===== src/rtl/reg_scoreboard_if.sv =====
// Issue / write-back / status bundle between decode and the register scoreboard.
// The master side is decode plus MEM/WB. The slave side is the scoreboard.
interface reg_scoreboard_if;
  logic        i_stall;
  logic        i_issue_valid;
  logic [3:0]  i_issue_rd;
  logic        i_issue_rd_en;
  logic [3:0]  i_src_a;
  logic [3:0]  i_src_b;
  logic        i_src_a_en;
  logic        i_src_b_en;
  logic [3:0]  i_wb_addr;
  logic        i_wb_en;
  logic        o_hazard;
  logic [15:0] o_busy_r;
  logic        o_err_r;

  modport master (
    output i_stall, i_issue_valid, i_issue_rd, i_issue_rd_en,
           i_src_a, i_src_b, i_src_a_en, i_src_b_en, i_wb_addr, i_wb_en,
    input  o_hazard, o_busy_r, o_err_r
  );

  modport slave (
    input  i_stall, i_issue_valid, i_issue_rd, i_issue_rd_en,
           i_src_a, i_src_b, i_src_a_en, i_src_b_en, i_wb_addr, i_wb_en,
    output o_hazard, o_busy_r, o_err_r
  );
endinterface


===== src/rtl/reg_scoreboard.sv =====
// Register scoreboard: tracks up to 3 in-flight writes for each of 16 registers and flags RAW and saturation hazards.
// Optional feature macro SCOREBOARD_WB_BYPASS_EN forwards a same-cycle final write-back and clears that source hazard.
module reg_scoreboard (
  input  logic             clk,
  input  logic             rst,
  reg_scoreboard_if.slave  sb
);

  logic [1:0]  cnt [16];
  logic [15:0] inc_vec;
  logic [15:0] dec_vec;
  logic [15:0] busy;
  logic        src_a_haz;
  logic        src_b_haz;
  logic        rd_sat;
  logic        hazard;
  logic        issue_fire;
  logic        wb_hit;
  logic        wb_orphan;
  logic        err_q;

  always_comb begin
    src_a_haz = sb.i_src_a_en && (cnt[sb.i_src_a] != 2'd0);
    src_b_haz = sb.i_src_b_en && (cnt[sb.i_src_b] != 2'd0);
`ifdef SCOREBOARD_WB_BYPASS_EN
    // The last outstanding write is landing now, so its value can be forwarded.
    if (sb.i_wb_en && (sb.i_wb_addr == sb.i_src_a) && (cnt[sb.i_src_a] == 2'd1))
      src_a_haz = 1'b0;
    if (sb.i_wb_en && (sb.i_wb_addr == sb.i_src_b) && (cnt[sb.i_src_b] == 2'd1))
      src_b_haz = 1'b0;
`endif
    rd_sat     = sb.i_issue_rd_en && (cnt[sb.i_issue_rd] == 2'd3);
    hazard     = sb.i_issue_valid && (src_a_haz || src_b_haz || rd_sat);
    issue_fire = sb.i_issue_valid && sb.i_issue_rd_en && !hazard && !sb.i_stall;
    wb_hit     = sb.i_wb_en && (cnt[sb.i_wb_addr] != 2'd0);
    wb_orphan  = sb.i_wb_en && (cnt[sb.i_wb_addr] == 2'd0);
  end

  always_comb begin
    inc_vec = '0;
    dec_vec = '0;
    if (issue_fire) inc_vec[sb.i_issue_rd] = 1'b1;
    if (wb_hit)     dec_vec[sb.i_wb_addr]  = 1'b1;
  end

  // A simultaneous issue and retire on the same register cancel each other out.
  always_ff @(posedge clk or negedge rst) begin
    if (!rst) begin
      for (int r = 0; r < 16; r++) cnt[r] <= 2'd0;
      err_q <= 1'b0;
    end else begin
      for (int r = 0; r < 16; r++) begin
        case ({inc_vec[r], dec_vec[r]})
          2'b10:   cnt[r] <= cnt[r] + 2'd1;
          2'b01:   cnt[r] <= cnt[r] - 2'd1;
          default: cnt[r] <= cnt[r];
        endcase
      end
      if (wb_orphan) err_q <= 1'b1;
    end
  end

  always_comb begin
    busy = '0;
    for (int r = 0; r < 16; r++) busy[r] = (cnt[r] != 2'd0);
  end

  assign sb.o_hazard = hazard;
  assign sb.o_busy_r = busy;
  assign sb.o_err_r  = err_q;

endmodule


===== src/flat_wrapper.sv =====
// flat-port wrapper written by rule: the top's interface ports become plain ports
module reg_scoreboard_flat 
  (clk, rst, sb_i_stall, sb_i_issue_valid, sb_i_issue_rd, sb_i_issue_rd_en, sb_i_src_a, sb_i_src_b, sb_i_src_a_en, sb_i_src_b_en, sb_i_wb_addr, sb_i_wb_en, sb_o_hazard, sb_o_busy_r, sb_o_err_r);
  reg_scoreboard_if sb_i ();
  input  logic clk;
  input  logic rst;
  input wire logic [$bits(sb_i.i_stall)-1:0] sb_i_stall;
  input wire logic [$bits(sb_i.i_issue_valid)-1:0] sb_i_issue_valid;
  input wire logic [$bits(sb_i.i_issue_rd)-1:0] sb_i_issue_rd;
  input wire logic [$bits(sb_i.i_issue_rd_en)-1:0] sb_i_issue_rd_en;
  input wire logic [$bits(sb_i.i_src_a)-1:0] sb_i_src_a;
  input wire logic [$bits(sb_i.i_src_b)-1:0] sb_i_src_b;
  input wire logic [$bits(sb_i.i_src_a_en)-1:0] sb_i_src_a_en;
  input wire logic [$bits(sb_i.i_src_b_en)-1:0] sb_i_src_b_en;
  input wire logic [$bits(sb_i.i_wb_addr)-1:0] sb_i_wb_addr;
  input wire logic [$bits(sb_i.i_wb_en)-1:0] sb_i_wb_en;
  output wire logic [$bits(sb_i.o_hazard)-1:0] sb_o_hazard;
  output wire logic [$bits(sb_i.o_busy_r)-1:0] sb_o_busy_r;
  output wire logic [$bits(sb_i.o_err_r)-1:0] sb_o_err_r;
  assign sb_i.i_stall = sb_i_stall;
  assign sb_i.i_issue_valid = sb_i_issue_valid;
  assign sb_i.i_issue_rd = sb_i_issue_rd;
  assign sb_i.i_issue_rd_en = sb_i_issue_rd_en;
  assign sb_i.i_src_a = sb_i_src_a;
  assign sb_i.i_src_b = sb_i_src_b;
  assign sb_i.i_src_a_en = sb_i_src_a_en;
  assign sb_i.i_src_b_en = sb_i_src_b_en;
  assign sb_i.i_wb_addr = sb_i_wb_addr;
  assign sb_i.i_wb_en = sb_i_wb_en;
  assign sb_o_hazard = sb_i.o_hazard;
  assign sb_o_busy_r = sb_i.o_busy_r;
  assign sb_o_err_r = sb_i.o_err_r;
  reg_scoreboard u_core (.clk(clk), .rst(rst), .sb(sb_i));
endmodule

===== config.mk =====
export PLATFORM = sky130hd
export DESIGN_NAME = reg_scoreboard_flat
export DESIGN_NICKNAME = d
export VERILOG_FILES = /design/src/rtl/reg_scoreboard_if.sv /design/src/rtl/reg_scoreboard.sv /design/src/flat_wrapper.sv
export SDC_FILE = /design/constraint.sdc
export NUM_CORES = 1
export LEC_CHECK = 0
export ABC_AREA = 1
export BUFFER_PORTS_ARGS = -buffer_cell sky130_fd_sc_hd__buf_2
export CORE_UTILIZATION = 52
export CTS_CLUSTER_DIAMETER = 30
export CTS_CLUSTER_SIZE = 14
export DETAILED_ROUTE_END_ITERATION = 8
export PLACE_DENSITY = 0.86
export SLEW_MARGIN = 20
export SYNTH_ARGS = -nofsm -noshare
export SYNTH_HDL_FRONTEND = slang
export SYNTH_SLANG_ARGS = --single-unit

===== constraint.sdc =====
create_clock -name clk -period 2.4 [get_ports clk]
set_clock_uncertainty 0.1 [all_clocks]
set_input_delay 0.48 -clock clk [delete_from_list [all_inputs] [get_ports clk]]
set_output_delay 0.48 -clock clk [all_outputs]
set_load 0.05 [all_outputs]

==> summary.md, run 1 <==
| Metric | Value |
|---|---|
| Status | `aborted with a tool error` |
| Last stage | `global routing` |
| Tool error | `[ERROR GRT-0232] Routing congestion too high. Check the congestion heatmap in the GUI.` |
| Input/output buffers | `41` |
| Initial Utilization | `55.4%` |
| Hold buffers post-CTS | `0` |
| Area leader, netlist | `dfrtp_1` |
| Clock Sinks | `33` |
| Unique masters post-synth | `23` |
| Dpl cells | `approximately 600` |
| H-tree depth | `2` |
| CTS Root Cell | `clkbuf_8` |
| Number of I/O pins | `42` |
| Gr usage total | `between 70% and 80%` |
| Gr ovfl total | `47` |
| GR repair worst EP | `u_core.cnt[19]$_DFFE_PN0P_/D` |
| Clock buffer count from CTS | `5` |
| Largest net degree at the start of global routing | `34` |
| Syn Area/Cell | `6.87 um^2` |
| Mapped Cells | `391` |
| RD Place Congestion | `1.01` |
| Register area share after synthesis | `30.7%` |
| Flops & latches, synth | `33` |
| HPWL after DPL | `7060 um` |
| # rows | `25` |
| Worst endpoint type | `register data pin` |
| Synth Net Count | `431` |
| Mapped Area | `0.00269 mm^2` |
| Cells taking the most area after synthesis | `dfrtp_1 31%, nand2_1 16%, xnor2_1 7.8%` |
| Width of the die | `73.9 um` |
| Synth top area share | `30.7%` |
| Die H | `73.9 um` |
| Worst slack, placed | `-0.455 ns` |
| Number of synthesis warnings | `0` |
| Max Root-Sink Buffers | `2` |
==> synthesized netlist by cell type <==
master      n
nand2_1   116
inv_1      42
dfrtp_1    33
o21ai_0    27
nor2_1     26
xnor2_1    24
nand4_1    18
a21oi_1    17
ha_1       16
nor3_1     16
nand3_1    14
o21ai_1     8
o22ai_1     8
xor2_1      8
buf_2       3
buf_4       3
inv_2       3
nor2_2      2
nor2_4      2
o21a_1      2
a31o_2      1
clkbuf_1    1
nand2_2     1
==> per-stage QoR <==
stage                     util [%]  cell area, um^2  hold slack [ns]  setup TNS [ns]
after global placement        77.1             3740            0.354           -9.45
after floorplan                  -             2730           0.0844          -0.212
after detailed placement      77.1             3740            0.356          -10.60
after CTS                     82.6             4010            0.165        -0.00953
==> logic make-up after synthesis <==
group | count (synthesis) | synth area share, %
and+or+nand+nor | 195 | 31.1
DFF | 33 | 30.7
adders and majority gates | 16 | 7.45
AOI/OAI and AO/OA | 63 | 12.4
xor gates and xnor gates | 32 | 10.4
buffers and inverters | 52 | 7.82
==> per-layer routing <==
metal	GRT overflow	GRT usage, %
met4	14	79.1
met1	0	71.9
met2	32	95.6
met5	0	9.09
met3	1	52.8
==> timing repair <==
action / CTS
endpoints found under the setup margin: 33
pin swaps: 10
gates resized for setup: 46
buffers inserted: 5
==> inputs of run 2 (changes only) <==
--- a/config.mk
+++ b/config.mk
@@ -7,11 +7,9 @@
 export LEC_CHECK = 0
 export ABC_AREA = 1
 export BUFFER_PORTS_ARGS = -buffer_cell sky130_fd_sc_hd__buf_2
-export CORE_UTILIZATION = 52
-export CTS_CLUSTER_DIAMETER = 30
-export CTS_CLUSTER_SIZE = 14
+export CORE_UTILIZATION = 40
 export DETAILED_ROUTE_END_ITERATION = 8
-export PLACE_DENSITY = 0.86
+export PLACE_DENSITY_LB_ADDON = 0.15
 export SLEW_MARGIN = 20
 export SYNTH_ARGS = -nofsm -noshare
 export SYNTH_HDL_FRONTEND = slang
==> constraint.sdc (replaced) <==
create_clock -name clk -period 3.1 [get_ports clk]
set_clock_uncertainty 0.1 [all_clocks]
set_input_delay 0.62 -clock clk [delete_from_list [all_inputs] [get_ports clk]]
set_output_delay 0.62 -clock clk [all_outputs]
set_load 0.05 [all_outputs]
==> run 2 against run 1 <==
Against the previous run: the flow now finishes, with violations (DRC); synthesized area did not move; synthesized cell count did not move.
==> summary.md, run 2 <==
| Metric | Value |
|---|---|
| Register area share after synthesis | `a little over 30%` |
| Slew Viols, Final | `0` |
| Diodes inserted | `0` |
| Gr ovfl total | `0` |
| Total of max-cap violations | `0` |
| Non-Filler Instances | `521` |
| Buf/Inv on CP | `2` |
| Status | `finished, violations left` |
| Most frequent CP cell | `nand2_1` |
| Drt total wl | `7610 um` |
| Clock slew at reported path FFs | `0.07 ns` |
| First-pass detailed-route iteration total | `7` |
| Met3 global-route usage | `~3.7%` |
| Clock buffer count from CTS | `5` |
| Cells taking the most area after synthesis | `dfrtp_1 31%, nand2_1 16%, xnor2_1 7.8%` |
| Synth top area share | `a little over 30%` |
| RD Place Congestion | `0.873` |
| ANT nets after route | `0` |
| F_max | `354 MHz` |
| Syn Area/Cell | `between 6 and 7 um^2` |
| Unique masters post-synth | `23` |
| Synth Net Count | `431` |
| Mapped Cells | `391` |
| Most frequent cells in the layout | `116 x nand2_1, 42 x inv_1, 39 x buf_2, 33 x dfrtp_1, 27 x o21ai_0` |
| Final Hold Fails | `0` |
| Gr busiest metal | `met2` |
| Layout cells sized above 1 | `15.3%` |
| Initial DRC count | `158` |
| RSZ-0062 raised after global routing | `no` |
| Largest Register | `u_core.cnt` |
| Routed len/inst | `14.6 um` |
| Worst r2r src | `u_core.cnt[4]$_DFFE_PN0P_` |
| Vias | `2773` |
| Delay-heaviest family, CP | `simple AND/OR/NAND/NOR gates` |
| Clock Power Share | `14.1%` |
| Largest net degree at the start of global routing | `34` |
| Clock Sinks | `33` |
| Vias per inst | `between 5 and 6` |
| R2r setup slk | `0.39 ns` |
| Area leader, netlist | `dfrtp_1` |
| Seq pwr share | `34.9%` |
| Initial antenna violation count | `0` |
| Synth top cells by count | `116 x nand2_1, 42 x inv_1, 33 x dfrtp_1` |
| Critical path launch point type | `flip-flop` |
| RR Endpoint | `u_core.cnt[1]$_DFFE_PN0P_` |
| CP Capture Type | `primary output` |
| Latest clock arrival within the worst-skew pair | `0.28 ns` |
| Sw Pwr | `1.21 mW` |
| Mapped Area | `approximately 0.0027 mm^2` |
| Layout area overhead | `17.1%` |
| Die H | `84.0 um` |
| M2 GR Usage | `~35%` |
| Worst endpoint required time | `2.38 ns` |
| Tightest Hold Check Type | `in -> async` |
| Initial Utilization | `41.8%` |
| Internal power | `1.14 mW` |
| CTS tree | `done` |
| Fillcell total | `677` |
| CP cell instances | `nor2_1 -> nand2_1 -> nand2_1 -> nand2_1 -> nand3_1 -> nand3_1 -> nand3_1 -> nand2_1 -> o21ai_0 -> inv_1 -> clkbuf_4` |
| Peak supply drop | `about 0.43 mV` |
| Failing checks | `DRC` |
| Dpl cells | `between 500 and 600` |
| Area of the core | `between 0.006 and 0.007 mm^2` |
| Gr usage total | `23.2%` |
| HPWL after DPL | `5980 um` |
| # rows | `29` |
| Width of the die | `84.0 um` |
| Max reg flops | `32` |
| Number of synthesis warnings | `0` |
| CP Max Fanout | `5` |
| Crit Path Category | `reg -> out` |
| Sw Share | `51.5%` |
| CTS Root Cell | `clkbuf_8` |
| Leakage power | `1.55 nW` |
| Worst-Margin Slew | `0.752 ns` |
| Post-synth top flop | `dfrtp_1` |
| Post-synth EDFFs | `0` |
| DR DRC count | `12` |
| Data arrival, critical path | `2.10 ns` |
| Critical Path Max Stage Delay | `approximately 0.44 ns` |
| PwrDens | `744 mW/mm^2` |
| Input/output buffers | `between 40 and 50` |
| R2R cell count | `15` |
| Combinational power share | `51.0%` |
| Hold buffers post-CTS | `0` |
| Tcrit/Tclk final | `91.0%` |
| H-tree depth | `2` |
| Asr flop ratio synth | `100%` |
| Met1 Use GR | `between 30% and 40%` |
| Slew HR | `around half` |
| Global-route wire length before repair | `around 13000 um` |
| Max Root-Sink Buffers | `2` |
| Most frequent cell after synthesis | `nand2_1` |
| Most common cell after layout, fill and taps aside | `nand2_1` |
| Slowest-stage cell, CP | `dfrtp_1` |
| Number of I/O pins | `42` |
| Vias in the first global route | `2581` |
| Die ar. | `0.00705 mm^2` |
| Final min period | `2.82 ns` |
| # setup viols final | `0` |
| Fin nets | `484` |
| Setup TNS | `0 ns` |
| Flops & latches, synth | `33` |
[run 2: layout make-up]
cell class,instances,area (um^2),area share (%)
Multi-Input combinational cell,306,1660,52.6
Clock buffer,7,86.3,2.74
Timing Repair Buffer,53,313,9.94
Tap cell,77,96.3,3.06
Sequential cell,33,826,26.2
Inverter,45,169,5.37
[run 2: power groups by stage]
stage | Clock [mW] | Sequential [mW] | Combinational [mW]
6_report | 0.331 | 0.817 | 1.19
5_1_grt | 0.360 | 0.848 | 1.31
2_1_floorplan | 0 | 0.761 | 0.893
3_3_place_gp | 0 | 0.819 | 1.18
4_1_cts | 0.342 | 0.816 | 1.19
3_5_place_dp | 0 | 0.824 | 1.18
[run 2: worst max-delay path by stage]
stage | depth (start not counted) | start | slack (ns) | to
6_report | 11 | u_core.cnt[4]$_DFFE_PN0P_ | 0.28 | sb_o_hazard
4_1_cts | 12 | sb_i_issue_rd[0] | 0.1 | sb_o_hazard
2_1_floorplan | 17 | sb_i_issue_rd[0] | 0.42 | u_core.cnt[19]$_DFFE_PN0P_
3_3_place_gp | 12 | sb_i_issue_rd[0] | 0.13 | sb_o_hazard
5_1_grt | 11 | u_core.cnt[2]$_DFFE_PN0P_ | 0.002 | sb_o_hazard
3_5_place_dp | 16 | sb_i_issue_rd[0] | 0.05 | u_core.cnt[1]$_DFFE_PN0P_
[run 2: what timing repair did]
action | in CTS | in global routing
setup buffers | 0 | 3
setup endpoints to repair | 0 | 1
resized for setup | 0 | 4
[run 2: logic make-up after synthesis]
group / after synthesis / synth area share (%)
simple gates: 195 / 31.1
fa+ha+maj: 16 / 7.45
xor+xnor: 32 / 10.4
flops: 33 / 30.7
buf+inv: 52 / 7.82
compound gates: 63 / 12.4
[run 2: stage by stage]
step | hold slack [ns] | area (um^2) | utilization, % | power [mW] | worst slack (ns)
floorplan | 0.224 | 2690 | - | 1.65 | 0.424
global placement | 0.351 | 3030 | 47.1 | 2.00 | 0.128
detailed placement | 0.379 | 3030 | 47.1 | 2.01 | 0.0474
CTS | 0.340 | 3110 | 48.5 | 2.35 | 0.0969
global route | 0.366 | 3150 | 49.0 | 2.52 | 0.00208
finish | 0.308 | 3150 | 49.0 | 2.34 | 0.279
[run 2: worst reg2reg max path, delay by kind of cell (launching register included)]
family                     cells  cell delay (ns)
xor gates and xnor gates       1             0.15
and+or+nand+nor               10             1.18
buffers and inverters          1             0.17
AOI/OAI and AO/OA              2             0.23
DFF                            1             0.44
adders and majority gates      1             0.33
[run 2: per-layer routing]
layer,vias up,routed length (um)
met3,14,496
li1,1389,-
met5,-,0
met2,95,3210
met1,1275,3700
met4,0,203
Note: power is estimated with default switching activity, not from simulation.
==> inputs of run 3 (changes only) <==
--- a/config.mk
+++ b/config.mk
@@ -7,6 +7,7 @@
 export LEC_CHECK = 0
 export ABC_AREA = 1
 export BUFFER_PORTS_ARGS = -buffer_cell sky130_fd_sc_hd__buf_2
+export CORE_MARGIN = 1.5
 export CORE_UTILIZATION = 40
 export DETAILED_ROUTE_END_ITERATION = 8
 export PLACE_DENSITY_LB_ADDON = 0.15
==> run 3 against run 2 <==
Against the previous run: the run still ends with DRC left; sequential power grew 2%; maximum frequency fell by 4.0%; flip-flop and latch count unchanged; cell count shrank 0.77%; global-route usage shrank 0.060 points; critical path type is now in -> out; core utilization shrank 0.39 points; non-clock buffer count shrank 4; die area increased by 2.4%; total power increased by 1.3%; clock power barely moved; worst hold slack got worse by 0.0012 ns.
==> summary.md, run 3 (synthesis results as in run 2) <==
| Metric | Value |
|---|---|
| Status | `finished, violations left` |
| Failing checks | `DRC` |
| CTS tree | `done` |
| Slew HR | `about half` |
| Initial DRC count | `about 200` |
| Gr usage total | `a little under a quarter` |
| Peak supply drop | `0.356 mV` |
| Vias in the first global route | `2614` |
| CP Capture Type | `primary output` |
| Clock buffer count from CTS | `5` |
| Slew Viols, Final | `0` |
| Layout cells sized above 1 | `15.2%` |
| Initial antenna violation count | `0` |
| Max reg flops | `32` |
| Area of the multi-input gates | `0.00166 mm^2` |
| Buf/Inv on CP | `4` |
| First-pass detailed-route iteration total | `7` |
| Critical path launch point type | `input port` |
| F_max | `340 MHz` |
| Worst-Margin Slew | `around 0.77 ns` |
| Global-route wire length before repair | `13000 um` |
| CTS Root Cell | `clkbuf_8` |
| Hold buffers post-CTS | `0` |
| DR DRC count | `5` |
| CP cell instances | `clkbuf_4 -> inv_1 -> nor2_4 -> nand2_1 -> o21ai_0 -> o21ai_1 -> nand2_1 -> nor2_1 -> nor2_2 -> o21ai_0 -> inv_1 -> buf_2` |
| Worst endpoint required time | `2.38 ns` |
| HPWL after DPL | `6180 um` |
| Drt total wl | `~7800 um` |
| Latest clock arrival within the worst-skew pair | `0.29 ns` |
| PwrDens | `760 mW/mm^2` |
| Most common cell after layout, fill and taps aside | `nand2_1` |
| Fillcell total | `between 600 and 700` |
| Diodes inserted | `0` |
| Crit Path Category | `in -> out` |
| RD Place Congestion | `0.915` |
| Die ar. | `roughly 0.0072 mm^2` |
| Most frequent cells in the layout | `116 x nand2_1, 42 x inv_1, 40 x buf_2, 33 x dfrtp_1, 27 x o21ai_0` |
| Tcrit/Tclk final | `94.8%` |
| Fin nets | `480` |
| Routed len/inst | `15.1 um` |
| Delay-heaviest family, CP | `buffers and inverters` |
| Clock Sinks | `33` |
| Sequential cell area | `around 830 um^2` |
| Gr ovfl total | `0` |
| Die H | `85.0 um` |
| Leakage power | `1.53 nW` |
| H-tree depth | `2` |
| Layout area overhead | `16.2%` |
| # setup viols final | `0` |
| Initial Utilization | `a little over two fifths` |
| Setup TNS | `0 ns` |
| Tightest Hold Check Type | `in -> async` |
| Max Root-Sink Buffers | `2` |
| Dpl cells | `510` |
| ANT nets after route | `0` |
| CP Max Fanout | `17` |
| Vias per inst | `around 5.3` |
| Vias | `2723` |
| Number of I/O pins | `42` |
| Area of the core | `roughly 0.0064 mm^2` |
| Largest net degree at the start of global routing | `34` |
| RSZ-0062 raised after global routing | `no` |
| Critical Path Max Stage Delay | `0.26 ns` |
| Clock slew at reported path FFs | `0.07 ns` |
| Setup Buffers After CTS | `0` |
| Final Hold Fails | `0` |
| Data arrival, critical path | `2.22 ns` |
| Slowest-stage cell, CP | `buf_2` |
| Largest Register | `u_core.cnt` |
| Final min period | `2.94 ns` |
| Non-Filler Instances | `517` |
| Width of the die | `85.0 um` |
| Total of max-cap violations | `0` |
| # rows | `29` |
| Input/output buffers | `41` |
[run 3: changes by cell type in the layout (fill, tap and decap cells not counted)]
cell	delta
nor2_1	-3
buf_2	+1
buf_4	-5
nor2_2	+3
[run 3: power by group]
part / total [mW] / switching (mW) / internal [mW]
clock network: 0.331 / 0.155 / 0.176
registers: 0.830 / 0.230 / 0.600
logic: 1.21 / 0.849 / 0.362
total: 2.37 / 1.23 / 1.14
[run 3: stage by stage]
step	cell area [um^2]	setup WS [ns]	utilization [%]	hold slack (ns)	power [mW]
3_5_place_dp	3020	0.00755	47.0	0.357	2.02
5_1_grt	3120	0.0113	48.6	0.371	2.54
2_1_floorplan	2690	0.424	-	0.224	1.65
6_report	3120	0.162	48.6	0.306	2.37
3_3_place_gp	3020	0.0301	47.0	0.347	2.02
4_1_cts	3110	0.0100	48.4	0.333	2.37
[run 3: final timing paths]
path	start	endpoint	cells after the start	slack [ns]
min reg2reg	u_core.sb.o_err_r$_DFFE_PN0P_	u_core.sb.o_err_r$_DFFE_PN0P_	1	0.37
min in group clk	u_core.sb.o_err_r$_DFFE_PN0P_	u_core.sb.o_err_r$_DFFE_PN0P_	1	0.37
max	sb_i_issue_rd[0]	sb_o_hazard	12	0.16
max reg2reg	u_core.cnt[28]$_DFFE_PN0P_	u_core.cnt[15]$_DFFE_PN0P_	14	0.25
max in group asynchronous	rst	u_core.cnt[22]$_DFFE_PN0P_	1	2.11
min	rst	u_core.cnt[10]$_DFFE_PN0P_	1	0.31
[run 3: repair_timing]
item | in CTS | in global routing
resized for setup | 0 | 5
setup endpoints to repair | 0 | 4
hold endpoints to repair | 0 | 0
[run 3: final cells by class]
type,count,share of cell area (%)
clock buffers,7,2.77
well taps,77,3.09
flip-flops and latches,33,26.5
inverters,45,5.41
repair buffers,49,8.98
multi-input cells,306,53.3
[run 3: routing by layer]
metal | vias to the layer above | track usage (%) | share of wire (%)
li1 | 1379 | - | -
met1 | 1230 | 32.8 | 49
met2 | 99 | 35.6 | 42
met3 | 15 | 4.18 | 6.5
met4 | 0 | 8.05 | 2.3
met5 | - | 0 | 0
